### config.mk
export PLATFORM = sky130hd
export DESIGN_NAME = act_lut_arbiter_flat
export DESIGN_NICKNAME = d
export VERILOG_FILES = /design/src/rtl/act_lut_arbiter_if.sv /design/src/rtl/act_lut_arbiter.sv /design/src/flat_wrapper.sv
export SDC_FILE = /design/constraint.sdc
export NUM_CORES = 1
export LEC_CHECK = 0
export ABC_CLOCK_PERIOD_IN_PS = 4250
export CORE_MARGIN = 4
export CORE_UTILIZATION = 43
export DETAILED_ROUTE_END_ITERATION = 16
export PLACE_DENSITY = 0.88
export SYNTH_ARGS = -nofsm -noshare
export SYNTH_HDL_FRONTEND = slang
export SYNTH_SLANG_ARGS = --single-unit
### constraint.sdc
create_clock -name clk -period 4.25 [get_ports clk]
set_input_delay 0.6375 -clock clk [delete_from_list [all_inputs] [get_ports clk]]
set_output_delay 0.6375 -clock clk [all_outputs]
set_load 0.05 [all_outputs]
### src/rtl/act_lut_arbiter_if.sv
// ----------------------------------------------------------------------------
// act_lut_arbiter_if
// Requester-side and LUT-SRAM-side signals of the activation LUT arbiter.
// The arbiter connects through the slave modport. The environment (the
// interpolation units and the SRAM macro) connects through the master modport.
// Revision: 1.0 - initial release
// ----------------------------------------------------------------------------
`default_nettype none

interface act_lut_arbiter_if #(
  parameter int NUM_REQ = 4,
  parameter int ADDR_W  = 12,
  parameter int DATA_W  = 16
);
  logic [NUM_REQ-1:0]        req;
  logic [NUM_REQ-1:0]        req_lock;
  logic [NUM_REQ*ADDR_W-1:0] req_addr;
  logic [NUM_REQ-1:0]        gnt;
  logic [NUM_REQ-1:0]        rsp_valid;
  logic [DATA_W-1:0]         rsp_data;
  logic                      tanh_read_en;
  logic [ADDR_W-1:0]         tanh_read_address;
  logic [DATA_W-1:0]         tanh_read_data;
  logic                      arb_busy;

  modport slave (
    input  req, req_lock, req_addr, tanh_read_data,
    output gnt, rsp_valid, rsp_data, tanh_read_en, tanh_read_address, arb_busy
  );

  modport master (
    output req, req_lock, req_addr, tanh_read_data,
    input  gnt, rsp_valid, rsp_data, tanh_read_en, tanh_read_address, arb_busy
  );
endinterface

`default_nettype wire

### src/rtl/act_lut_arbiter.sv
// ----------------------------------------------------------------------------
// act_lut_arbiter
// Round-robin arbiter that shares the activation LUT SRAM read port among
// NUM_REQ interpolation units. It supports a two-read lock, so that y0 and y1
// are read back-to-back, and tag-based routing of the returned data.
// Optional macro ACT_LUT_PRIO0_EN gives requester 0 fixed top priority
// outside of a lock.
// Revision: 1.0 - initial release
// ----------------------------------------------------------------------------
`default_nettype none

module act_lut_arbiter #(
  parameter int NUM_REQ = 4,
  parameter int ADDR_W  = 12,
  parameter int DATA_W  = 16,
  parameter int RD_LAT  = 1
) (
  input  wire logic          clk,
  input  wire logic          reset_b,
  act_lut_arbiter_if.slave   bus
);

  localparam int IDX_W = (NUM_REQ > 1) ? $clog2(NUM_REQ) : 1;

  typedef enum logic [1:0] {
    S_IDLE   = 2'd0,
    S_GRANT  = 2'd1,
    S_LOCKED = 2'd2
  } state_t;

  state_t             state_q, state_d;
  logic [IDX_W-1:0]   ptr_q, ptr_d;
  logic [IDX_W-1:0]   lock_idx_q, lock_idx_d;

  logic [NUM_REQ-1:0] gnt_rr;
  logic [NUM_REQ-1:0] gnt_lock;
  logic [NUM_REQ-1:0] gnt;
  logic               lock_act;
  logic               rr_found;
  int                 scan;
  logic               hs;
  logic [IDX_W-1:0]   hs_idx;

  // Read issue and tag pipeline. Stage k holds the read issued k+1 cycles ago.
  logic               rd_en_q;
  logic [ADDR_W-1:0]  rd_addr_q;
  logic [RD_LAT:0]    tag_v_q;
  logic [IDX_W-1:0]   tag_idx_q [RD_LAT+1];
  logic [NUM_REQ-1:0] rsp_valid_q;
  logic [NUM_REQ-1:0] rsp_oh;
  logic [DATA_W-1:0]  rsp_data_q;

  // Grant selection: the held lock wins, otherwise round-robin from the pointer.
  always_comb begin
    gnt_rr   = '0;
    rr_found = 1'b0;
    scan     = 0;
    for (int k = 0; k < NUM_REQ; k++) begin
      scan = int'(ptr_q) + k;
      if (scan >= NUM_REQ) scan = scan - NUM_REQ;
      if (!rr_found && bus.req[scan]) begin
        gnt_rr[scan] = 1'b1;
        rr_found     = 1'b1;
      end
    end
`ifdef ACT_LUT_PRIO0_EN
    if (bus.req[0]) gnt_rr = {{(NUM_REQ-1){1'b0}}, 1'b1};
`endif
    gnt_lock             = '0;
    gnt_lock[lock_idx_q] = 1'b1;
    // An abandoned lock falls straight through to normal arbitration.
    lock_act = (state_q == S_LOCKED) && bus.req[lock_idx_q];
    if (!reset_b)      gnt = '0;
    else if (lock_act) gnt = gnt_lock;
    else               gnt = gnt_rr;
  end

  // Handshake detection and encoding of the accepted requester.
  always_comb begin
    hs     = |(bus.req & gnt);
    hs_idx = '0;
    for (int k = 0; k < NUM_REQ; k++) begin
      if (bus.req[k] && gnt[k]) hs_idx = IDX_W'(k);
    end
  end

  // Next-state logic for the arbitration state, pointer and lock owner.
  always_comb begin
    state_d    = (|bus.req) ? S_GRANT : S_IDLE;
    ptr_d      = ptr_q;
    lock_idx_d = lock_idx_q;
    if (hs) begin
      ptr_d = (int'(hs_idx) == NUM_REQ - 1) ? '0 : hs_idx + 1'b1;
      // A lock may only start on an unlocked handshake, so at most two reads are paired.
      if (!lock_act && bus.req_lock[hs_idx]) begin
        state_d    = S_LOCKED;
        lock_idx_d = hs_idx;
      end
    end
  end

  // Arbitration state registers.
  always_ff @(posedge clk) begin
    if (!reset_b) begin
      state_q    <= S_IDLE;
      ptr_q      <= '0;
      lock_idx_q <= '0;
    end else begin
      state_q    <= state_d;
      ptr_q      <= ptr_d;
      lock_idx_q <= lock_idx_d;
    end
  end

  // One-hot owner of the read whose data arrives this cycle.
  always_comb begin
    rsp_oh                      = '0;
    rsp_oh[tag_idx_q[RD_LAT]] = 1'b1;
  end

  // SRAM strobe, owner-tag shift register and response capture.
  always_ff @(posedge clk) begin
    if (!reset_b) begin
      rd_en_q     <= 1'b0;
      rd_addr_q   <= '0;
      tag_v_q     <= '0;
      for (int k = 0; k <= RD_LAT; k++) tag_idx_q[k] <= '0;
      rsp_valid_q <= '0;
      rsp_data_q  <= '0;
    end else begin
      rd_en_q <= hs;
      if (hs) rd_addr_q <= bus.req_addr[hs_idx*ADDR_W +: ADDR_W];
      tag_v_q[0]   <= hs;
      tag_idx_q[0] <= hs_idx;
      for (int k = 1; k <= RD_LAT; k++) begin
        tag_v_q[k]   <= tag_v_q[k-1];
        tag_idx_q[k] <= tag_idx_q[k-1];
      end
      rsp_valid_q <= tag_v_q[RD_LAT] ? rsp_oh : '0;
      if (tag_v_q[RD_LAT]) rsp_data_q <= bus.tanh_read_data;
    end
  end

  assign bus.gnt               = gnt;
  assign bus.tanh_read_en      = rd_en_q;
  assign bus.tanh_read_address = rd_addr_q;
  assign bus.rsp_valid         = rsp_valid_q;
  assign bus.rsp_data          = rsp_data_q;
  assign bus.arb_busy          = (|tag_v_q) | rd_en_q;

endmodule

`default_nettype wire

### src/flat_wrapper.sv
// flat-port wrapper written by rule: the top's interface ports become plain ports
module act_lut_arbiter_flat 
#(
  parameter int NUM_REQ = 4,
  parameter int ADDR_W  = 12,
  parameter int DATA_W  = 16,
  parameter int RD_LAT  = 1
)
  (clk, reset_b, bus_req, bus_req_lock, bus_req_addr, bus_tanh_read_data, bus_gnt, bus_rsp_valid, bus_rsp_data, bus_tanh_read_en, bus_tanh_read_address, bus_arb_busy);
  act_lut_arbiter_if #(.NUM_REQ(NUM_REQ), .ADDR_W(ADDR_W), .DATA_W(DATA_W)) bus_i ();
  input  wire logic clk;
  input  wire logic reset_b;
  input wire logic [$bits(bus_i.req)-1:0] bus_req;
  input wire logic [$bits(bus_i.req_lock)-1:0] bus_req_lock;
  input wire logic [$bits(bus_i.req_addr)-1:0] bus_req_addr;
  input wire logic [$bits(bus_i.tanh_read_data)-1:0] bus_tanh_read_data;
  output wire logic [$bits(bus_i.gnt)-1:0] bus_gnt;
  output wire logic [$bits(bus_i.rsp_valid)-1:0] bus_rsp_valid;
  output wire logic [$bits(bus_i.rsp_data)-1:0] bus_rsp_data;
  output wire logic [$bits(bus_i.tanh_read_en)-1:0] bus_tanh_read_en;
  output wire logic [$bits(bus_i.tanh_read_address)-1:0] bus_tanh_read_address;
  output wire logic [$bits(bus_i.arb_busy)-1:0] bus_arb_busy;
  assign bus_i.req = bus_req;
  assign bus_i.req_lock = bus_req_lock;
  assign bus_i.req_addr = bus_req_addr;
  assign bus_i.tanh_read_data = bus_tanh_read_data;
  assign bus_gnt = bus_i.gnt;
  assign bus_rsp_valid = bus_i.rsp_valid;
  assign bus_rsp_data = bus_i.rsp_data;
  assign bus_tanh_read_en = bus_i.tanh_read_en;
  assign bus_tanh_read_address = bus_i.tanh_read_address;
  assign bus_arb_busy = bus_i.arb_busy;
  act_lut_arbiter #(.NUM_REQ(NUM_REQ), .ADDR_W(ADDR_W), .DATA_W(DATA_W), .RD_LAT(RD_LAT)) u_core (.clk(clk), .reset_b(reset_b), .bus(bus_i));
endmodule
# Word level (Yosys, flattened, before mapping)
# Memories as Yosys holds them, arrays and structs flattened.
# Index checks and enable logic that the tools add are counted.
# W data, S select, Z words.
dict set report totals {
  reg_bits 41
  ram_bits 4
  out_inout_bits 38
  elab_cells 120
  n_memories 1
}
dict set report classes {
  add_sub_neg 8
  mul 1
  n_lt_le_gt_ge 17
  n_eq_ne 2
  shifts 1
  n_mux 52
  bitwise_logic 7
  reduce_logical 23
}
# name depth width read_ports rd_ports_with_merged_regs wr line_no
set memory_table {}
lappend memory_table {u_core.tag_idx_q 2 2 2 0 2 act_lut_arbiter.sv:48} ;# logic [IDX_W-1:0] tag_idx_q [RD_LAT+1];
# op n
set ops {}
lappend ops {{$ge A32 B1 Y1 const B} 4}
lappend ops {{$lt A32 B4 Y1 const B} 4}
lappend ops {{$mux W32} 4}
lappend ops {{$ge A32 B4 Y1 const B} 3}
lappend ops {{$sub A32 B4 Y32 const B} 3}
lappend ops {{$shiftx A48 B7 Y12} 1}
lappend ops {{$mux W4} 6}
lappend ops {{$mux W1} 23}
lappend ops {{$logic_and A1 B1 Y1} 14}
lappend ops {{$mux W2} 7}
lappend ops {{$bmux W1 S2} 6}
lappend ops {{$demux W1 S2} 6}
lappend ops {{$or A4 B4 Y4} 3}
lappend ops {{$lt A2 B3 Y1 const B} 3}
lappend ops {{$reduce_or A4 Y1} 2}
lappend ops {{$add A2 B2 Y3 const B} 2}
lappend ops {{$and A4 B4 Y4} 1}
lappend ops {{$ge A2 B1 Y1 const B} 2}
lappend ops {{$logic_not A1 Y1} 4}
lappend ops {{$mul A2 B2 Y4 const B} 1}
lappend ops {{$reduce_and A2 Y1} 2}
lappend ops {{$sub A2 B3 Y4 const B} 1}
lappend ops {{$add A2 B1 Y3 const B} 1}
lappend ops {{$ge A2 B3 Y1 const B} 1}
lappend ops {{other kinds (5)} 7}

# Logic depth before layout (Yosys ltp)
# Gate-level depths: netlist of the first run.
dict set report depth {
  ltp_word 26
  ltp_mapped 13
  depth_no_buf 11
}

# Worst setup path before layout of the first run
# No wires, ideal clock.
dict set report synth_timing {
  kind {flip-flop to flip-flop}
  start {register u_core.ptr_q[0]}
  end {register u_core.lock_idx_q[0]}
  t_arrival_ns 3.331
  required_time_ns 4.129
  setup_slack_ns 0.797
  stages_incl_launch_ff 13
  synth_period_minus_slack_ns 3.453
  path_cell_list {dfxtp_1 > buf_2 > inv_1 > ha_1 > buf_6 > mux4_2 > and2_1 > or2_0 > a221o_1 > o21ai_4 > nor3_2 > a2111oi_4 > mux2_4}
}
dict set report synth_between {
  elab_chain_cells 25
  elab_cells_between_ends 77
  classes_between {add/sub: 7; order compare: 12; mux: 38; bitwise: 4; reduce/logical: 16}
}
# item line_no
set synth_lines {}
lappend synth_lines {{start: declaration} act_lut_arbiter.sv:32} ;# logic [IDX_W-1:0] ptr_q, ptr_d;
lappend synth_lines {{start signal: assignment} act_lut_arbiter.sv:110} ;# ptr_q <= ptr_d;
lappend synth_lines {{branches (longest 14 deep; another with $sub A32 B4 Y32)} n/a}
lappend synth_lines {{$mux W4 *} act_lut_arbiter.sv:61} ;# if (!rr_found && bus.req[scan]) begin
lappend synth_lines {{$mux W4 *} act_lut_arbiter.sv:74} ;# else if (lock_act) gnt = gnt_lock;
lappend synth_lines {{$mux W4 *} act_lut_arbiter.sv:73} ;# if (!reset_b) gnt = '0;
lappend synth_lines {{$logic_and A1 B1 Y1} act_lut_arbiter.sv:83} ;# if (bus.req[k] && gnt[k]) hs_idx = IDX_W'(k);
lappend synth_lines {{$mux W1} act_lut_arbiter.sv:83}
lappend synth_lines {{$mux W2 (2 in series)} act_lut_arbiter.sv:83}
lappend synth_lines {{$bmux W1 S2} act_lut_arbiter.sv:95} ;# if (!lock_act && bus.req_lock[hs_idx]) begin
lappend synth_lines {{$mux W1 (not written as such)} act_lut_arbiter.sv:95}
lappend synth_lines {{$logic_and A1 B1 Y1} act_lut_arbiter.sv:95}
lappend synth_lines {{$reduce_and A2 Y1 (no source line)} n/a}
lappend synth_lines {{end signal: assignment} act_lut_arbiter.sv:111} ;# lock_idx_q <= lock_idx_d;
lappend synth_lines {{end: declaration} act_lut_arbiter.sv:33} ;# logic [IDX_W-1:0] lock_idx_q, lock_idx_d;
# Mark *: on every way between the ends. The select of a mux whose other input is x is not followed.
# A chain may end at the register's enable or synchronous reset.

# Worst setup path after layout of the first run
dict set report layout_timing {
  start {register u_core.ptr_q[1]}
  end {output bus_gnt[2]}
}
dict set report layout_between {
  elab_chain_cells 17
  elab_cells_between_ends 65
  classes_between {add/sub: 7; order compare: 12; mux: 33; bitwise: 3; reduce/logical: 10}
}
# item line_no
set layout_lines {}
lappend layout_lines {{branches (longest 14 deep; another with $sub A32 B4 Y32)} n/a}
lappend layout_lines {{$mux W4 *} act_lut_arbiter.sv:61}
lappend layout_lines {{$mux W4 *} act_lut_arbiter.sv:74}
lappend layout_lines {{$mux W4 *} act_lut_arbiter.sv:73}
lappend layout_lines {{end: declaration} flat_wrapper.sv:17} ;# output wire logic [$bits(bus_i.gnt)-1:0] bus_gnt;
# Marked as above.

==> reports/metrics.cfg, run 1 <==
[outcome]
outcome = complete, no violations

[clocking]
worstSkewPairLatency_ns = 0.30
clock_sinks = 44
cts_buffer_depth = 2
cts_tree = yes
root_buffer = clkbuf_8
postCtsSetupBuffers = 0
numCtsBuffers = 5
ctsHoldBuffers = 0
htree_levels = 2
cts_resized = 0
clk_pin_slew_ns = 0.08

[floorplan]
fp.dieH_um = 85.76
row_count = 28
die_width_um = 85.76
fp.dieArea_um2 = 7355
ios = 112
core_area_um2 = 5886
start_util = 0.4418

[timing]
relSlewSlack = 0.5510
fmax_mhz = 262.3
hold_viol = 0
fin_tns_setup_ns = 0
final_max_slew_viol_count = 0
rsz0062_at_grt = no
finalClockSkew_ns = 0.002902
setup_viol = 0
fin_crit_ns = 3.812
worst_slew_pin_slew_ns = 0.6735
post-route-period-util = 0.8971

[placed_design]
dp_cells = 458
dpl.hpwl_um = 5807
io_buffers = 111
gp_congestion = 0.8989

[worst_setup_path]
critPathMaxStageDelay_ns = 0.60
r2r_start = u_core.ptr_q[1]
end_kind = primary output
crit_fanout = 7
cp_top_family = multiplexers
crit_chain = inv_1, ha_1, mux4_2, and2_1, or2_0, a221o_1, o21ba_2, buf_4
crit_buf_inv = 2
r2r_end = u_core.lock_idx_q[0]
path_depth = 8
rrSetupSlack_ns = 0.62
worstSetupStartpointType = flip-flop
cp.arrival_ns = 3.17
cp_slowest_cell = mux4_2
cp.required_ns = 3.61
critical_path.startpoint = u_core.ptr_q[1]
path_class = flip-flop to primary output
worstSetupEndpoint = bus_gnt[2]
reg2reg_depth = 9

[route]
wire_per_inst_um = 16.06
drt_first_pass_iters = 4
drtIter0Drc = 100
vias = 2542
drc = 0
drt-total-wl_um = 7482
ant_nets = 0
via_per_inst = 5.455

[finish]
fin_util = 0.6543
area_delta_synth_final_pct = 48.12
fillers = 465
fin_cells = 466
fin_nets = 468
drive_above_1_share = 0.1049
diodes = 0

[power]
vdd_drop_max_mv = 0.3632
cellPowerDensity_nw_per_um2 = 573.3
leakagePower_uw = 0.001555

[min_path]
hold_depth = 1
hp-class = flip-flop to flip-flop

[logic_synthesis]
synthesis.area_um2 = 2600
synthTopCellsByCount = 44 x dfxtp_1, 31 x mux2i_1, 31 x nand2_1, 22 x nor2b_1, 13 x a21oi_1
synth-seq-area-share = 0.3388
synth_nets = 362
synth_area_leader_cell = dfxtp_1
ys_ff_latch = 44
yosysMostFrequentCell = dfxtp_1
avgSynthCellArea_um2 = 9.155
ys.warnings.count = 0
synth_cell_types = 56
syn-instance-count = 284
synth-edff-count = 0
async_flop_share = 0
synth_ff_type = dfxtp_1
yosys.area.top_type_share = 0.3388
netlist_top_cells_area = dfxtp_1 34%, mux2i_1 12%, nor2b_1 5.3%

[grt]
gr-total-overflow = 0
grt_pass1_vias = 2563
grt_pass1_wl_um = 11810
antenna_found_initial = 0
grt_max_degree = 38
track_usage = 0.2007

[run]
maxCapViolCount = 0

cell usage in the layout, fill, tap and decap left out, types with 2 or more instances in the layout:
cell               n
a21boi_1           2
a21o_1             3
a21oi_1           13
a22oi_1           12
a31oi_1            3
and2_1             8
buf_4             11
clkbuf_8           6
clkdlybuf4s50_1  107
clkinvlp_4         2
dfxtp_1           44
ha_1               4
inv_1              9
mux2_2             3
mux2i_1           31
mux4_2             3
nand2_1           31
nand3_1            3
nand3b_1           2
nor2_1            10
nor2b_1           22
nor3_1             4
nor3b_1            3
o211ai_1          12
o21ai_0            5
o21ai_1            2
o22ai_1            3
o31a_1             2
or2_2              4
metrics by stage:
| stage | setup slack (ns) | instance area [µm²] | total power, µW | hold slack [ns] |
|---|---|---|---|---|
| finish | 0.4375 | 3851 | 2208 | 0.4410 |
| detailed placement | 0.4445 | 3754 | 1929 | 0.4261 |
| global route | 0.2969 | 3851 | 2335 | 0.4579 |
| global placement | 0.5307 | 3754 | 1897 | 0.4144 |
| floorplan | 0.7973 | 2600 | 1542 | 0.4119 |
| CTS | 0.4504 | 3851 | 2212 | 0.4443 |
routing by layer:
metal  routed length [µm]  track usage  vias to the layer above
li1                     -            -                     1237
met1                 2867       0.2227                     1196
met2                 3971       0.3609                       87
met3                  373      0.04323                       22
met4                  269      0.09784                        0
met5                    0            0                        -
power by group:
group / switching [µW] / internal, µW / leakage (µW)
Combinational: 791 / 552 / 0.00115
Clock: 151 / 132 / 0.0000434
Sequential: 59.8 / 523 / 0.000361
worst min-delay path by stage:
stage,end,startpoint,slack [ns]
global route,u_core.tag_idx_q[0][3],u_core.tag_idx_q[0][1],0.46
global placement,u_core.tag_idx_q[0][2],u_core.tag_idx_q[0][0],0.41
finish,u_core.tag_idx_q[0][2],u_core.tag_idx_q[0][0],0.44
CTS,u_core.tag_idx_q[0][3],u_core.tag_idx_q[0][1],0.44
detailed placement,u_core.tag_idx_q[0][2],u_core.tag_idx_q[0][0],0.43
floorplan,u_core.tag_idx_q[0][2],u_core.tag_idx_q[0][0],0.41
logic make-up after synthesis:
family                   after synthesis  share of synthesized area
AO/OA/AOI/OAI                         74                     0.2247
adder cells (fa/ha/maj)                4                    0.01925
buffers and inverters                 29                    0.05678
flip-flops                            44                     0.3388
multiplexers                          38                     0.1641
AND/OR/NAND/NOR                       95                     0.1963
flip-flops by register name, indices dropped and copies added, names as in the netlist:
name	cells
u_core.bus.rsp_data	16
u_core.bus.tanh_read_address	12
u_core.bus.rsp_valid	4
u_core.tag_idx_q	4
u_core.lock_idx_q	2
u_core.ptr_q	2
u_core.state_q	2
u_core.tag_v_q	2
cell type report:
cell class	count	area, µm²	area share
timing repair buffer	119	1174	0.3047
inverter	9	33.78	0.008772
multi-input combinational	211	1572	0.4081
clock inverter	2	15.01	0.003899
tap	75	93.84	0.02437
sequential	44	880.8	0.2287
clock buffer	6	82.58	0.02144
Power figures use the tool's default switching activity.
==> inputs of run 2 (changes only) <==
Settings changed: CAP_MARGIN set to 0, RECOVER_POWER set to 100.
==> run 2 against run 1 <==
Clock-buffer cell count stayed put; sequential power is essentially flat; combinational power decreased by 3%; first-iteration DRC count is 6.0% lower; total power decreased by 2.1%; routed wire length shrank 0.53%; critical path depth did not move; maximum frequency fell by 1.1%; global-route usage stayed put; worst setup slack got worse by 0.042 ns; via count grew 0.20%; critical endpoint unchanged.
==> reports/metrics.cfg, run 2 (synthesis results as in run 1) <==
[outcome]
outcome = complete, no violations  ; unchanged

[route]
drc = 0  ; unchanged
ant_nets = 0  ; unchanged
drtIter0Drc = 94  ; was 100
met3WireLength_um = 347  ; was 373 µm
wire_per_inst_um = 15.97  ; was 16.06 µm
vias = 2547  ; was 2542
top_layer_used = met4  ; unchanged
drt_first_pass_iters = 4  ; unchanged
drt-total-wl_um = 7442  ; was 7482 µm
via_per_inst = 5.466  ; was 5.455
dr_wl_met2_um = 3979  ; was 3971 µm
wl_met1_um = 2846  ; was 2867 µm

[timing]
final_max_slew_viol_count = 0  ; unchanged
fin_crit_ns = 3.855  ; was 3.812 ns
finalClockSkew_ns = 0.002867  ; was 0.002902 ns
fin_tns_setup_ns = 0  ; unchanged
fmax_mhz = 259.4  ; was 262.3 MHz
worst_slew_pin_slew_ns = 1.367  ; was 0.6735 ns
rsz0062_at_grt = no  ; unchanged
setup_viol = 0  ; unchanged
relSlewSlack = 0.08897  ; was 0.5510
hold_viol = 0  ; unchanged
setup_slack_ns = 0.3951  ; was 0.4375 ns
post-route-period-util = 0.9070  ; was 0.8971

[floorplan]
row_count = 28  ; unchanged
fp.dieArea_um2 = 7355  ; unchanged
die_width_um = 85.76  ; unchanged
start_util = 0.4418  ; unchanged
core_area_um2 = 5886  ; unchanged
ios = 112  ; unchanged
fp.dieH_um = 85.76  ; unchanged

[finish]
fin_nets = 468  ; unchanged
final_common_cell = clkdlybuf4s50_1  ; unchanged
largest_reg_flops = 16  ; unchanged
post-route-cell-area_um2 = 3834  ; was 3851 µm²
drive_above_1_share = 0.09719  ; was 0.1049
diodes = 0  ; unchanged
area_delta_synth_final_pct = 47.45  ; was 48.12%
seq_area_um2 = 880.8  ; unchanged
final_cell_mix = 72 x clkdlybuf4s50_1, 44 x dfxtp_1, 35 x dlygate4sd3_1, 31 x mux2i_1, 31 x nand2_1  ; was 107 x clkdlybuf4s50_1, 44 x dfxtp_1, 31 x mux2i_1, 31 x nand2_1, 22 x nor2b_1
multi_input_area_um2 = 1568  ; was 1572 µm²
fillers = 471  ; was 465

[placed_design]
gp_congestion = 0.8989  ; unchanged
io_buffers = 111  ; unchanged
dpl.hpwl_um = 5807  ; unchanged
preCtsSetupSlack_ns = 0.4445  ; unchanged
dpl_cell_area_um2 = 3754  ; unchanged

[worst_setup_path]
end_kind = primary output  ; unchanged
cp.required_ns = 3.61  ; about the same
crit_chain = inv_1, ha_1, mux4_2, and2_0, or2_0, a221o_1, o21ba_2, clkbuf_2  ; was inv_1, ha_1, mux4_2, and2_1, or2_0, a221o_1, o21ba_2, buf_4
crit_fanout = 7  ; unchanged
rrSetupSlack_ns = 0.45  ; was 0.62 ns
cp_slowest_cell = mux4_2  ; unchanged
cp.arrival_ns = 3.22  ; was 3.17 ns
worstSetupStartpointType = flip-flop  ; unchanged
path_class = flip-flop to primary output  ; unchanged
critPathMaxStageDelay_ns = 0.60  ; about the same

[power]
vdd_drop_max_mv = 0.3452  ; was 0.3632 mV
leakagePower_uw = 0.001635  ; was 0.001555 µW
cellPowerDensity_nw_per_um2 = 563.9  ; was 573.3 nW/µm²

[clocking]
clk_pin_slew_ns = 0.08  ; about the same
postCtsSetupBuffers = 0  ; unchanged
worstSkewPairLatency_ns = 0.30  ; about the same
cts_resized = 0  ; unchanged
root_buffer = clkbuf_8  ; unchanged
clock_sinks = 44  ; unchanged
ctsHoldBuffers = 0  ; unchanged
numCtsBuffers = 5  ; unchanged
cts_tree = yes  ; unchanged
cts_buffer_depth = 2  ; unchanged
htree_levels = 2  ; unchanged

[grt]
grt_pass1_vias = 2563  ; unchanged
antenna_found_initial = 0  ; unchanged
grt_max_degree = 38  ; unchanged
gr-total-overflow = 0  ; unchanged
grt_pass1_wl_um = 11810  ; unchanged
track_usage = 0.2007  ; unchanged

[min_path]
hp-class = flip-flop to flip-flop  ; unchanged

[run]
maxCapViolCount = 0  ; unchanged

[run 2: final timing paths]
| kind | to | cells after the start | startpoint |
|---|---|---|---|
| setup reg to reg | u_core.lock_idx_q[0] | 9 | u_core.ptr_q[1] |
| hold / removal | u_core.tag_idx_q[0][2] | 1 | u_core.tag_idx_q[0][0] |
| hold reg to reg | u_core.tag_idx_q[0][2] | 1 | u_core.tag_idx_q[0][0] |
| setup / recovery | bus_gnt[2] | 8 | u_core.ptr_q[1] |
[run 2: layout make-up]
type,instances,area share
clock buffer,6,0.02154
clock inverter,2,0.003916
inverter,9,0.008812
multi-input combinational,211,0.4089
sequential,44,0.2298
tap,75,0.02448
timing repair buffer,119,0.3025
[run 2: worst max-delay path: cells and delay by family, from the launching register on]
kind            cells  cell delay [ns]
mux                 1             0.60
simple gates        2             0.41
fa+ha+maj           1             0.45
compound gates      2             0.59
buf+inv             2             0.37
flops               1             0.48
[run 2: power by group]
group / switching (µW) / internal (µW) / total (µW) / leakage, µW
combinational: 788 / 512 / 1300 / 0.00123
sequential: 56.9 / 523 / 580 / 0.000361
clock: 151 / 132 / 282 / 0.0000434
total: 996 / 1170 / 2160 / 0.00164
[run 2: stage by stage]
stage | std cells | hold WS [ns] | total power [µW] | util
floorplan | 284 | 0.4119 | 1542 | -
global placement | 458 | 0.4144 | 1897 | 0.6378
detailed placement | 458 | 0.4261 | 1929 | 0.6378
CTS | 466 | 0.4443 | 2212 | 0.6543
global route | 466 | 0.4579 | 2291 | 0.6514
finish | 466 | 0.4426 | 2162 | 0.6514
[run 2: metal layers]
layer	track usage	up-vias
met5	0	-
met3	0.04323	22
met1	0.2227	1198
met4	0.09784	0
met2	0.3609	85
li1	-	1242
==> RTL change (flow settings as in run 2) <==
Add a define of `ACT_LUT_PRIO0_EN`.
--- a/src/rtl/act_lut_arbiter.sv
+++ b/src/rtl/act_lut_arbiter.sv
@@ -10,2 +10,4 @@
 `default_nettype none
+
+`define ACT_LUT_PRIO0_EN
 
Check against the original RTL: not equivalent (Yosys sat finds a counterexample within 4 cycles, from zero or initial values and one cycle with reset_b low).
==> RTL change against run 2 <==
Final area fell by 3.0%; global-route usage fell by 1.1 points; final cell count fell by 4.7%; sequential cell count did not move; setup slack got worse by 0.037 ns; routed wire length fell by 10%; via count fell by 7.3%; synthesized area fell by 5.4%; largest cell class unchanged.
Power is not compared: it rests on default switching activity, and its combinational part moved more than twofold at a synthesized area within 25%.
==> RTL change: results (changes against run 2) <==
global placer's final weighted congestion=0.9440 (+5.0%); FFs w/ async S/R, synth=0% (unchanged); outcome=completed; Initial DRC Count=114 (+21%); type of the tightest min-delay check=reg2reg; via count=2,362 (-7.3%); max FFs per register=16 (unchanged); depth of the CTS H-tree=2 (unchanged); Worst-Margin Slew=1.333 ns (-0.03348 ns); ANT cells=0 (unchanged); Clock transition at path regs=0.08 ns (about the same); placed instance count=436 (-4.8%); Mapped Nets=341 (-5.8%); Ys Warns=0 (unchanged); GRT Util Overall=18.99% (-1.1 points); synth top area cells=dfxtp_1 36%, mux2i_1 12%, nor2b_1 4.3%; NumNets Final=450 (-3.8%); hpwl dp=5188 um (-11%); Port Buffers=111 (unchanged); Inserted Clock Buffers=5 (unchanged); largest net degree at the start of global routing=40 (+5.3%); maximum root-to-sink buffer count=2 (unchanged); Resize count post-CTS=0 (unchanged); largest vdd supply drop=208.2 uV; initial antenna violation count=0 (unchanged); Final Skew=0.008118 ns (+0.005251 ns); final wirelength=6692 um (-10%); register area share after synthesis=35.81% (+1.9 points); Crit Path Max Fanout=6 (-1); fill count=469 (-0.42%); vias in the first global route=2,344 (-8.5%); fraction of layout cells with a size suffix above 1=9.946% (+0.23 points); Vias/cell=5.320 (-2.7%); Worst EP arrival=4.09 ns (+0.87 ns); postcts setup bufs=0 (unchanged); first-pass GRT wire length=11,000 um (-6.8%); clk root buf=clkbuf_8; Pre-antenna DRT Iters=4 (unchanged); dpl cell area=3620 um2 (-3.6%); Leakage=1.484 nW; synth cell count leaders=44 x dfxtp_1, 30 x mux2i_1, 24 x nand2_1, 18 x o21ai_0, 17 x nor2b_1; Synth Instances=262 (-7.7%); DRC errors left=0 (unchanged); Yosys cell types=56 (unchanged); Skew-Pair Late Insertion Delay=0.29 ns
[RTL change: cell count changes after synthesis, moves of 5 or more]
cell	before	now
a22oi_1	12	1
o211ai_1	12	2
nand2_1	31	24
a21oi_1	13	5
a31oi_1	3	12
a2bb2oi_1	0	11
nor2b_1	22	17
o21ai_0	5	18
[RTL change: where the power goes]
| group | switching (W) | total (W) | internal (W) |
|---|---|---|---|
| logic | 0.000205 | 0.000372 | 0.000168 |
| clock network | 0.000141 | 0.000333 | 0.000192 |
| registers | 0.0000143 | 0.000456 | 0.000442 |
| total | 0.000360 | 0.00116 | 0.000801 |
[RTL change: critical path, cell delays in order, from the launching register on]
cell	delay, ns
dfxtp_1	0.43
inv_1	0.13
ha_1	0.43
mux4_2	0.59
nor3b_1	0.17
a221o_1	0.33
o311ai_4	0.43
nor2_2	0.05
a311o_1	0.33
or4_1	0.61
a32o_2	0.30
[RTL change: final timing paths]
kind	from	endpoint	slack (ns)	cells after the start
worst max-delay path	u_core.ptr_q[1]$_SDFFE_PN0N_	u_core.lock_idx_q[1]$_SDFFE_PN0P_	0.36	10
worst min-delay path	u_core.tag_idx_q[0][3]$_SDFF_PN0_	u_core.bus.rsp_valid[1]$_SDFF_PN0_	0.44	1
worst max register to register	u_core.ptr_q[1]$_SDFFE_PN0N_	u_core.lock_idx_q[1]$_SDFFE_PN0P_	0.36	10
worst min register to register	u_core.tag_idx_q[0][3]$_SDFF_PN0_	u_core.bus.rsp_valid[1]$_SDFF_PN0_	0.44	1
[RTL change: final cells by class]
| type | instances | share of cell area, % |
|---|---|---|
| repair buffers | 122 | 31.30 |
| inverters | 7 | 0.7068 |
| well taps | 72 | 2.423 |
| clock inverters | 2 | 1.043 |
| flip-flops and latches | 44 | 23.70 |
| multi-input cells | 191 | 38.61 |
| clock buffers | 6 | 2.221 |
[RTL change: per-layer routing]
metal / vias to the layer above / share of wire (%) / GRT usage [%]
met5: - / 0 / 0
met4: 0 / 1.5 / 5.556
met3: 9 / 8.5 / 5.726
met2: 95 / 50 / 34.20
met1: 1082 / 40 / 21.46
li1: 1176 / - / -
[RTL change: cells by family after synthesis]
kind of cell,share of synthesized area (%)
adder cells (fa/ha/maj),2.543
AND/OR/NAND/NOR,19.38
buffers and inverters,5.696
multiplexers,16.48
flip-flops,35.81
AO/OA/AOI/OAI,20.09
[RTL change: metrics by stage]
step	util (%)	worst slack [ns]
after floorplan	-	0.5058
after global placement	65.33	0.2675
after detailed placement	65.33	0.1630
after CTS	67.52	0.4353
after global routing	67.10	0.1557
final	67.10	0.3579
